--- config.mk ---
export PLATFORM = sky130hd
export DESIGN_NAME = logic_unit_pipe
export DESIGN_NICKNAME = d
export VERILOG_FILES = /design/src/rtl/logic_unit_pipe.sv
export SDC_FILE = /design/constraint.sdc
export NUM_CORES = 1
export LEC_CHECK = 0
export ABC_AREA = 1
export CORE_UTILIZATION = 63
export CTS_CLUSTER_SIZE = 8
export DETAILED_ROUTE_END_ITERATION = 8
export DONT_BUFFER_PORTS = 1
export GPL_ROUTABILITY_DRIVEN = 0
export GPL_TIMING_DRIVEN = 0
export PLACE_DENSITY = 0.79
export SYNTH_ARGS = -nofsm -noshare
export SYNTH_HDL_FRONTEND = slang
export SYNTH_SLANG_ARGS = --single-unit
--- constraint.sdc ---
create_clock -name clk -period 2.2 [get_ports clk]
set_clock_uncertainty 0.05 [all_clocks]
set_input_delay 0.66 -clock clk [delete_from_list [all_inputs] [get_ports clk]]
set_output_delay 0.66 -clock clk [all_outputs]
set_load 0.05 [all_outputs]
--- src/rtl/logic_unit_pipe.sv ---
// logic_unit_pipe: two-stage streaming bitwise logic unit with valid/ready
// handshakes, result flags and a wrapping completed-operation counter.
module logic_unit_pipe #(
    parameter int unsigned WIDTH = 4,
    parameter int unsigned CNT_W = 8
) (
    input  logic             clk,
    input  logic             rst,
    input  logic             in_valid,
    output logic             in_ready,
    input  logic [WIDTH-1:0] a,
    input  logic [WIDTH-1:0] b,
    input  logic [2:0]       op,
    output logic             out_valid,
    input  logic             out_ready,
    output logic [WIDTH-1:0] result,
    output logic             zero,
    output logic             ones,
    output logic             parity,
    output logic [CNT_W-1:0] op_count
);

    localparam logic [2:0] OP_AND  = 3'b000;
    localparam logic [2:0] OP_OR   = 3'b001;
    localparam logic [2:0] OP_XOR  = 3'b010;
    localparam logic [2:0] OP_NOR  = 3'b011;
    localparam logic [2:0] OP_NAND = 3'b100;
    localparam logic [2:0] OP_XNOR = 3'b101;
    localparam logic [2:0] OP_NOTA = 3'b110;
    localparam logic [2:0] OP_ANDN = 3'b111;

    logic             s1_valid;
    logic [WIDTH-1:0] s1_a;
    logic [WIDTH-1:0] s1_b;
    logic [2:0]       s1_op;
    logic             s1_adv;
    logic             s2_adv;
    logic [WIDTH-1:0] s2_next;

    // Advance conditions; in_ready depends only on out_ready and stage valids
    always_comb begin
        s2_adv   = !out_valid || out_ready;
        s1_adv   = !s1_valid || s2_adv;
        in_ready = s1_adv;
    end

    // Bitwise operation evaluated from the S1 registers
    always_comb begin
        s2_next = '0;
        case (s1_op)
            OP_AND:  s2_next = s1_a & s1_b;
            OP_OR:   s2_next = s1_a | s1_b;
            OP_XOR:  s2_next = s1_a ^ s1_b;
            OP_NOR:  s2_next = ~(s1_a | s1_b);
            OP_NAND: s2_next = ~(s1_a & s1_b);
            OP_XNOR: s2_next = ~(s1_a ^ s1_b);
            OP_NOTA: s2_next = ~s1_a;
            OP_ANDN: s2_next = s1_a & ~s1_b;
            default: s2_next = '0;
        endcase
    end

    // Stage 1: capture operands on accept
    always_ff @(posedge clk or posedge rst) begin
        if (rst) begin
            s1_valid <= 1'b0;
            s1_a     <= '0;
            s1_b     <= '0;
            s1_op    <= '0;
        end else if (s1_adv) begin
            s1_valid <= in_valid;
            if (in_valid) begin
                s1_a  <= a;
                s1_b  <= b;
                s1_op <= op;
            end
        end
    end

    // Stage 2: register result and flags; holds while stalled
    always_ff @(posedge clk or posedge rst) begin
        if (rst) begin
            out_valid <= 1'b0;
            result    <= '0;
            zero      <= 1'b0;
            ones      <= 1'b0;
            parity    <= 1'b0;
        end else if (s2_adv) begin
            out_valid <= s1_valid;
            if (s1_valid) begin
                result <= s2_next;
                zero   <= ~|s2_next;
                ones   <= &s2_next;
                parity <= ^s2_next;
            end
        end
    end

    // Count consumed results, wrapping at 2^CNT_W
    always_ff @(posedge clk or posedge rst) begin
        if (rst) begin
            op_count <= '0;
        end else if (out_valid && out_ready) begin
            op_count <= op_count + CNT_W'(1);
        end
    end

endmodule

**Yosys cells after proc, flatten, opt, wreduce, memory -nomap -nowiden**

Cells that the tools add are included.
W data, S select, Z words.

- Bits in registers: 28
- Bits of input ports: 15
- Output and inout bits: 17
- Logic and storage cells: 40

- Add/subtract/negate cells: 1
- Equal/unequal tests: 7
- Multiplexer cells: 1
- Bitwise gates (word level): 9
- Reduce and logical (&&, ||, !) cells: 12

Operator list:

| operator | number |
|---|---|
| $pmux W4 S8 | 1 |
| $not A4 Y4 | 5 |
| $eq A3 B3 Y1 const B | 4 |
| $add A8 B1 Y8 const B | 1 |
| $and A4 B4 Y4 | 2 |
| $eq A3 B2 Y1 const B | 2 |
| $or A4 B4 Y4 | 1 |
| $reduce_and A2 Y1 | 2 |
| $reduce_and A4 Y1 | 1 |
| $reduce_or A4 Y1 | 1 |
| $reduce_xor A4 Y1 | 1 |
| $xor A4 B4 Y4 | 1 |
| $eq A3 B1 Y1 const B | 1 |
| $logic_not A1 Y1 | 3 |
| $logic_not A3 Y1 | 1 |
| $logic_or A1 B1 Y1 | 2 |
| $logic_and A1 B1 Y1 | 1 |

**Longest topological paths before layout**

Gate-level depths: netlist (run 1).

- Word-level depth: 5
- Gate-level depth with buffers: 11
- Mapped depth without buffers: 11

**Worst setup path before layout (run 1)**

OpenSTA, ideal clock, no wires.

- Path kind: flip-flop to flip-flop
- From: register out_valid
- To: register s1_a[0]
- Library setup time: 0.077 ns
- Arrival: 1.844 ns
- Required time: 2.073 ns
- Setup slack: 0.228 ns
- Stages on the path, launching flop included: 6
- Buffers on the path: 1
- Period minus slack after synthesis: 1.972 ns
- Cell sequence: dfrtp_1 -> nand3_1 -> nand2_1 -> buf_2 -> nor2_1 -> a21oi_1

- Cells in the longest elaborated chain, start to end: 4

RTL lines:

| item | line | text |
|---|---|---|
| start, declared | 14 | `output logic out_valid,` |
| start signal, assigned | 89 | `out_valid <= s1_valid;` |
| $logic_not A1 Y1 | 42 | `s2_adv = !out_valid \|\| out_ready;` |
| $logic_or A1 B1 Y1 | 42 |  |
| $logic_or A1 B1 Y1 | 43 | `s1_adv = !s1_valid \|\| s2_adv;` |
| net in_ready | 10 | `output logic in_ready,` |
| $reduce_and A2 Y1 (no source line) | -- |  |
| end signal, assigned | 67 | `s1_a <= '0;` |
| end signal, assigned | 73 | `s1_a <= a;` |
| end, declared | 33 | `logic [WIDTH-1:0] s1_a;` |

The timed path passes the listed nets, and every way through them passes these cells.
A chain may end at the register's enable or synchronous reset.

**Worst setup path after layout (run 1)**

- From: register out_valid
- To: output port in_ready

- Cells in the longest elaborated chain, start to end: 3

RTL lines:

| item | line |
|---|---|
| $logic_not A1 Y1 | 42 |
| $logic_or A1 B1 Y1 | 42 |
| $logic_or A1 B1 Y1 | 43 |
| end, declared | 10 |

Every way passes these cells.

==> run_results.csv, run 1 <==
group,metric,value,unit
outcome,status,"finished clean",
critical_path,crit_family,"flip-flops",
routing,avgViaCountPerCell,5.72,
yosys,yosysWarnings,0,
timing,rsz0062_at_grt,"false",
critical_path,cp-end-kind,"primary output",
yosys,syn_nets,241,
die,die_y,55.2,um
timing,period_needed,1.98,ns
timing,layout_setup_ws,0.215,ns
placement,pre_cts_slack,-0.0273,ns
clocking,cts.path.max_buffers,2,
global_route,grt_start_max_net_pins,29,
timing,tightest_slew,0.993,ns
yosys,yosys_register_bits,28,
global_route,globalRouteTotalUtil,0.236,
power,powerDensity,1130,nW/um2
final_layout,areaGrowthSynthToFinish,5.40,%
routing,ant_nets,0,
final_layout,diodes,0,
final_layout,final_cell_mix,"nand2_1 (41), inv_1 (27), dfrtp_1 (27), nand4_1 (21), nor2_1 (20)",
routing,drt-total-wl,3410,um
placement,post-dp-hpwl,2530,um
critical_path,crit_arrival,1.27,ns
routing,drtPass1Iterations,4,
die,die_x,55.2,um
power,ir_worst_vdd,1.39,mV
yosys,seq_area_frac_synth,0.393,
die,top_level_ports,32,
clocking,path_clk_slew,0.16,ns
placement,portBuffers,0,
routing,wl_per_cell,14.0,um
yosys,avgSynthCellArea,8.54,um2
critical_path,crit_fanout,4,
routing,drc,0,
critical_path,worst-setup-path-type,"reg -> out",
final_layout,final_util,0.732,
yosys,synthCells,209,
routing,dr_total_vias,1390,
run,maxCapViolations,0,
timing,setup_viol,0,
critical_path,cp_slowest_stage_delay,0.58,ns
die,die-area,3050,um2
clocking,insertion_delay,0.34,ns
timing,slew_viol_final,0,
power,leakagePower,1.01,nW
global_route,grt_pass1_wl,5860,um
final_layout,drive_gt1_frac,0.146,
critical_path,cpMaxStageDelayCell,"dfrtp_2",
clocking,cts-root-buf,"clkbuf_4",
die,core_area,2570,um2
clocking,clock_sinks,28,
critical_path,path_cells,"nand3_2",
critical_path,startpoint_type,"flop",
critical_path,critical_path_buf_inv_count,0,
clocking,ctsHoldBuffers,0,
yosys,synth.distinct_cells,23,
yosys,syn_area,1780,um2
timing,hold-worst-slack,0.368,ns
clocking,htreeDepth,1,
critical_path,crit_required,1.49,ns
timing,hold_viol,0,
routing,initialDrtViolationCount,66,
global_route,overflow,0,
global_route,antenna_found_initial,0,
die,start_util,0.695,
global_route,met3_usage,0.0445,
global_route,gr-usage-met1,0.301,
clocking,cts_tree,"built",
global_route,busiest_layer,"met2",
die,row_count,18,
final_layout,final_common_cell,"nand2_1",
global_route,met2_usage,0.415,
clocking,cts_inserted_buffers,3,
timing,fmax,504,MHz
timing,finalCritPeriodShare,0.902,
min_path,holdCritPathClass,"in -> async",
global_route,grt_pass1_vias,1373,
final_layout,finalNetCount,246,
timing,slew_headroom,0.337,
[layout make-up]
class,instances,area (um2)
multi-input cells,142,880
flip-flops and latches,28,702
fillers,204,687
inverters,30,113
plain buffers,9,96.3
well taps,30,37.5
clock inverters,1,30.0
clock buffers,3,22.5
[worst reg2reg max path: stages (launching register included)]
cell	delay (ns)
dfrtp_1	0.40
buf_6	0.13
nor3_1	0.42
nand2_1	0.12
nand3_2	0.13
inv_1	0.05
ha_1	0.29
xnor2_1	0.18
o21ai_0	0.09
[cells by family after synthesis]
family,synth area share
simple gates,0.286
buf+inv,0.117
flops,0.393
fa+ha+maj,0.119
compound gates,0.0393
xor+xnor,0.0393
mux,0.00631
[synthesized netlist by cell type]
cell type,instances,share of area
a21oi_1,11,0.031
mux2_2,1,0.0063
inv_1,27,0.057
buf_2,2,0.0056
nand4_2,1,0.0070
inv_2,3,0.0063
o21ai_0,3,0.0084
buf_6,4,0.025
xor2_1,4,0.020
nand3b_1,4,0.017
dfrtp_1,28,0.39
xnor2_1,4,0.020
ha_1,17,0.12
nand2_2,1,0.0035
nor3_2,1,0.0056
nand2_1,41,0.086
nor3_1,1,0.0028
nand3_1,3,0.0084
nand4_1,21,0.074
nand3_2,4,0.022
clkbuf_8,3,0.023
nor2_2,5,0.018
nor2_1,20,0.042
[timing repair]
action | CTS | global route
gates resized for setup | 1 | 1
setup buffers | 0 | 0
pin swaps | 0 | 0
endpoints found under the setup margin | 12 | 1
[per-stage QoR]
| step | std cells | setup TNS, ns | area, um2 | total power [mW] |
|---|---|---|---|---|
| floorplan | 209 | 0 | 1780 | 1.65 |
| global placement | 239 | 0 | 1820 | 1.75 |
| detailed placement | 239 | -0.143 | 1820 | 1.79 |
| CTS | 243 | 0 | 1880 | 2.13 |
| global route | 243 | 0 | 1880 | 2.25 |
| finish | 243 | 0 | 1880 | 2.13 |
[metal layers]
metal / vias up / part of all wire
met5: - / 0
met4: 0 / 0.0073
met3: 4 / 0.075
met2: 50 / 0.49
met1: 656 / 0.43
li1: 680 / -
[final timing paths]
check	from	to	slack (ns)	cells after the start
max in group asynchronous	rst	out_valid$_DFFE_PP0P_	1.08	1
worst max-delay path	out_valid$_DFFE_PP0P_	in_ready	0.22	1
min in group clk	op[0]	s1_op[0]$_DFFE_PP0P_	0.41	2
worst min-delay path	rst	op_count[2]$_DFFE_PP0P_	0.37	1
worst max register to register	s1_op[1]$_DFFE_PP0P_	parity$_DFFE_PP0P_	0.23	8
worst min register to register	s1_b[1]$_DFFE_PP0P_	s1_b[1]$_DFFE_PP0P_	0.54	2
[registers in the layout (all words and copies together) (netlist names)]
signal and count:
s1_b 4, s1_valid 1, result 4, s1_a 4
out_valid 1, s1_op 3, ones 1, op_count 8
parity 1, zero 1
[where the power goes]
part	switching [mW]	internal [mW]	leakage [nW]
Sequential	0.526	0.648	0.336
Combinational	0.357	0.249	0.648
Clock	0.162	0.184	0.0279
Note: power is estimated with default switching activity, not from simulation.
==> inputs of run 2 (changes only) <==
--- a/config.mk
+++ b/config.mk
@@ -7,7 +7,6 @@
 export LEC_CHECK = 0
 export ABC_AREA = 1
 export CORE_UTILIZATION = 63
-export CTS_CLUSTER_SIZE = 8
 export DETAILED_ROUTE_END_ITERATION = 8
 export DONT_BUFFER_PORTS = 1
 export GPL_ROUTABILITY_DRIVEN = 0
==> results of run 2 <==
Same layout as run 1: the final DEF is identical, and so are final timing and power.
==> variant 1, RTL diff (flow settings as in run 1) <==
Change the parameter `WIDTH` from 4 to 3.
--- a/src/rtl/logic_unit_pipe.sv
+++ b/src/rtl/logic_unit_pipe.sv
@@ -2,5 +2,5 @@
 // handshakes, result flags and a wrapping completed-operation counter.
 module logic_unit_pipe #(
-    parameter int unsigned WIDTH = 4,
+    parameter int unsigned WIDTH = 3,
     parameter int unsigned CNT_W = 8
 ) (
Interface: changed (resized a, b and result); port bits go from 32 to 29. The function was not compared with the original's and may differ.
==> variant 1 against run 1 <==
Setup slack got worse by 0.015 ns; sequential cell count decreased by 3; hold slack got worse by 0.034 ns; area after synthesis decreased by 15%; power decreased by 16%; wire length decreased by 16%; combinational power decreased by 18%; design area decreased by 16%; critical endpoint unchanged; highest routed layer unchanged.
==> variant 1: results (changes against run 1) <==
| Result | This run | Unit | vs run 1 |
|---|---|---|---|
| Wire length of the first global-routing pass | 4.87 | mm | -17% |
| Worst hold margin | 0.335 | ns | -0.0336 ns |
| Port-buffer cells | 0 | - | unchanged |
| Run status | completed | - |  |
| Setup slack of the most critical reg-to-reg path | 0.29 | ns | +0.06 ns |
| Via count of the first global-routing pass | 1214 | - | -12% |
| Detailed-router iteration count before antenna repair | 4 | - | unchanged |
| Worst VDD drop | 0.767 | mV | -45% |
| Max stage delay on crit path | 0.58 | ns | about the same |
| Main area contributors after synthesis | sky130_fd_sc_hd__dfrtp_1 41%, sky130_fd_sc_hd__ha_1 9.9%, sky130_fd_sc_hd__nand2_1 8.4%, sky130_fd_sc_hd__inv_1 6.4%, sky130_fd_sc_hd__nor2_1 5.5% | - |  |
| Library cell contributing the largest single delay on the critical path | sky130_fd_sc_hd__dfrtp_2 | - |  |
| Arr. time, crit path | 1.29 | ns | +0.02 ns |
| Distinct cells, synth | 24 | - | +4.3% |
| Cell count of the worst reg-to-reg path | 11 | - | +3 |
| Total track usage | 25.8 | % | +2.2 points |
| Clock latency at the later pin of the worst-skew pair | 0.34 | ns | about the same |
| Relative slew slack | 38.6 | % | +4.9 points |
| Final routed wire length divided by cell count | 13.2 | um | -5.6% |
| Crit-path leading delay family | flip-flops | - |  |
| Number of nets produced by synthesis | 210 | - | -13% |
| Async set or reset register ratio after synthesis | 100 | % | unchanged |
| Class of the most critical hold timing path | in -> async | - |  |
| Drt via density | 5.37 | - | -6.1% |
| Number of antenna violations at the first check in global routing | 0 | - | unchanged |
| Total of warnings raised by yosys | 0 | - | unchanged |
| Seq/Total Area, Yosys | 41.3 | % | +2.1 points |
| Clock slew at reported path FFs | 0.16 | ns | about the same |
| Top register by number of flip-flops | op_count | - |  |
| Number of diodes | 0 | - | unchanged |
| Worst flop-to-flop path startpoint | s1_a[1] | - |  |
| Standby leakage power | 0.000866 | uW | -14% |
| Final Net Count | 215 | - | -13% |
| Layout cells sized above 1 | 14.8 | % | +0.26 points |
| Psw | 956 | uW | -8.5% |
| Maximum fanout encountered on the critical timing path | 4 | - | unchanged |
| Endpoints failing hold | 0 | - | unchanged |
| Largest net degree at the start of global routing | 26 | - | -10% |
| Worst reg2reg endpoint | parity | - |  |
| First-iteration detailed-routing DRC count | 27 | - | -59% |
| Maximum clock path buffer count | 2 | - | unchanged |
| Estimated wirelength of the detail-placed design | 2.25 | mm | -11% |
| Leading post-synthesis cells by instance count | 34 x sky130_fd_sc_hd__nand2_1, 26 x sky130_fd_sc_hd__inv_1, 25 x sky130_fd_sc_hd__dfrtp_1 | - |  |
==> variant 1: power groups by stage <==
stage	registers [uW]	logic (uW)	clock network, uW
after floorplan	1050	405	0
after global placement	1070	465	0
after detailed placement	1080	497	0
after CTS	1070	498	222
after global routing	1090	584	237
final	1070	497	224
==> variant 1: final cells by class <==
cell class	count	area, um2
buffer	4	35.0
clock buffer	3	22.5
clock inverter	1	7.51
fill	179	648
inverter	30	118
multi-input combinational	126	741
sequential	25	627
tap	28	35.0
==> variant 1: metal layers <==
layer	vias up	part of all wire, %	track usage, %	wire, um
met2	38	47	43.6	1360
met4	0	2.1	12.5	59
li1	593	-	-	-
met5	-	0	0	0
met3	6	6.0	7.44	172
met1	529	45	29.6	1280
==> variant 1: cell families after synthesis <==
logic type | Yosys count | share of synthesized area (%)
fa+ha+maj | 12 | 9.92
flops | 25 | 41.3
buf+inv | 34 | 10.1
xor+xnor | 7 | 4.05
compound gates | 19 | 7.11
simple gates | 88 | 27.5
==> variant 1: metrics by stage <==
| step | worst slack, ns | instance area [um2] | cells | total power, uW |
|---|---|---|---|---|
| 3_3_place_gp | 0.00227 | 1550 | 213 | 1540 |
| 3_5_place_dp | -0.0277 | 1550 | 213 | 1580 |
| 5_1_grt | 0.0828 | 1590 | 217 | 1910 |
| 6_report | 0.201 | 1590 | 217 | 1790 |
| 2_1_floorplan | 0.177 | 1510 | 185 | 1460 |
| 4_1_cts | 0.199 | 1590 | 217 | 1790 |
==> variant 1: timing repair <==
item / 4_1_cts / 5_1_grt
endpoints found under the setup margin: 11 / 0
resized for setup: 2 / 0
endpoints found under the hold margin: 0 / 0
==> variant 1: how the worst max path moves through the flow <==
stage                     startpoint  endpoint  cells past startpoint
after floorplan            out_valid  s1_valid                      4
after global placement     out_valid   s1_a[0]                      4
after detailed placement   out_valid  s1_op[1]                      4
after CTS                  out_valid  in_ready                      1
after global routing         s1_a[0]    parity                     11
final                      out_valid  in_ready                      1
==> variant 2, RTL diff (settings of run 1) <==
Made on the original files. Register the output `op_count` once more, with the module's reset; this adds one clock of latency there. The other outputs are not delayed to match.
--- a/src/rtl/logic_unit_pipe.sv
+++ b/src/rtl/logic_unit_pipe.sv
@@ -29,4 +29,6 @@
     localparam logic [2:0] OP_NOTA = 3'b110;
     localparam logic [2:0] OP_ANDN = 3'b111;
+
+    logic [CNT_W-1:0] op_count_s0;
 
     logic             s1_valid;
@@ -100,7 +102,15 @@
     always_ff @(posedge clk or posedge rst) begin
         if (rst) begin
+            op_count_s0 <= '0;
+        end else if (out_valid && out_ready) begin
+            op_count_s0 <= op_count_s0 + CNT_W'(1);
+        end
+    end
+
+    always_ff @(posedge clk or posedge rst) begin
+        if (rst) begin
             op_count <= '0;
-        end else if (out_valid && out_ready) begin
-            op_count <= op_count + CNT_W'(1);
+        end else begin
+            op_count <= op_count_s0;
         end
     end
Function: changed (a bounded check fails within 4 cycles, from zero or initial values and one cycle with rst high).
==> variant 2 against run 1 <==
Die area is 11% higher; power increased by 13%; sequential cell count is 8 higher; area after synthesis up 11%; first-iteration DRC count rose by 20%; design area increased by 12%; wire length up 14%; setup slack gained 0.017 ns.
==> variant 2: results (changes against run 1) <==
| Result | This run | Unit | vs run 1 |
|---|---|---|---|
| Worst flop-to-flop path startpoint | s1_a[0] | - |  |
| Port-buffer cells | 0 | - | unchanged |
| Worst hold margin | 0.243 | ns | -0.126 ns |
| Main area contributors after synthesis | sky130_fd_sc_hd__dfrtp_1 45%, sky130_fd_sc_hd__ha_1 11%, sky130_fd_sc_hd__nand2_1 8.9%, sky130_fd_sc_hd__nand4_1 5.4%, sky130_fd_sc_hd__inv_1 4.3% | - |  |
| Count of placed standard cells in the final layout, fillers left out | 272 | - | +12% |
| Number of nets produced by synthesis | 252 | - | +4.6% |
| Worst VDD drop | 0.775 | mV | -44% |
| Total track usage | 26.7 | % | +3.2 points |
| Estimated wirelength of the detail-placed design | 2.82 | mm | +11% |
| Maximum clock path buffer count | 2 | - | unchanged |
| Signed area change from the synthesized netlist to the final layout | 6.36 | % |  |
| Leading registers by flop count | op_count x8, op_count_s0 x8 | - |  |
| Worst reg2reg endpoint | parity | - |  |
| Multiplexer fraction of the synthesized cell area | 0 | % | -0.63 points |
| Final Total Pwr | 2390 | uW | +13% |
| Total clock buffers created by CTS | 5 | - | +2 |
| Relative slew slack | 51.9 | % | +18 points |
| Cell count of the worst reg-to-reg path | 10 | - | +2 |
| Post-synthesis compound-gate area fraction | 3.78 | % | -0.15 points |
| First-iteration detailed-routing DRC count | 79 | - | +20% |
| Run status | completed | - |  |
| Library cell contributing the largest single delay on the critical path | sky130_fd_sc_hd__dfrtp_2 | - |  |
| Standby leakage power | 0.00111 | uW | +10% |
| Crit-path leading delay family | flip-flops | - |  |
| Class of the most critical hold timing path | in -> async | - |  |
| Final setup violation count | 0 | - | unchanged |
| Leading post-synthesis cells by instance count | 47 x sky130_fd_sc_hd__nand2_1, 36 x sky130_fd_sc_hd__dfrtp_1, 23 x sky130_fd_sc_hd__inv_1 | - |  |
| Synth Area in XOR/XNOR | 3.09 | % | -0.84 points |
| Largest net degree at the start of global routing | 37 | - | +28% |
| Synthesized instance count | 220 | - | +5.3% |
| Leading register cell type out of synthesis | sky130_fd_sc_hd__dfrtp_1 | - |  |
| Distinct cells, synth | 21 | - | -8.7% |
| Htree depth | 2 | - | +1 |
| Final Net Count | 259 | - | +5.3% |
| Via count of the first global-routing pass | 1498 | - | +9.1% |
| Total of warnings raised by yosys | 0 | - | unchanged |
| Clock tree root driver cell | sky130_fd_sc_hd__clkbuf_4 | - |  |
| Setup slack of the most critical reg-to-reg path | 0.29 | ns | +0.06 ns |
| Timing-limited maximum frequency | 508 | MHz | +0.87% |
| Clock slew at reported path FFs | 0.13 | ns | -0.03 ns |
| Seq/Total Area, Yosys | 45.3 | % | +6.1 points |
| Wire length of the first global-routing pass | 6.69 | mm | +14% |
| Final routed wire length divided by cell count | 14.3 | um | +2.0% |
| Total cell area at the placement stage | 2040 | um2 | +12% |
| Drt via density | 5.59 | - | -2.2% |
| Post-Synth Adder-Cell Area | 10.7 | % | -1.2 points |
| Layout cells sized above 1 | 17.5 | % | +3.0 points |
| Worst setup timing slack at the placement stage | 0.0186 | ns | +0.0459 ns |
[variant 2: report_power, final]
group          switching (uW)  internal (uW)
sequential                533            848
combinational             368            251
clock                     236            158
total                    1140           1260
[variant 2: cells by family after synthesis]
family,count (synthesis)
buffers and inverters,36
and+or+nand+nor,109
xor gates and xnor gates,7
DFF,36
adders and majority gates,17
AOI/OAI and AO/OA,15
[variant 2: area by class of cell]
cell class / count / area [um2]
Clock buffer: 6 / 51.3
Clock inverter: 2 / 13.8
Buffer: 9 / 85.1
Fill cell: 234 / 915
Sequential cell: 36 / 902
Tap cell: 44 / 55.1
Multi-Input combinational cell: 148 / 905
Inverter: 27 / 101
[variant 2: timing repair]
action                     CTS  global route
gates resized for setup      1             1
setup endpoints to repair    7             1
buffers inserted             0             0
[variant 2: routing by layer]
layer	vias up	share of wire (%)	track usage, %
met5	-	0	0
met4	0	2.5	15.0
met3	13	5.3	5.58
met2	54	51	42.9
met1	732	41	33.8
li1	722	-	-
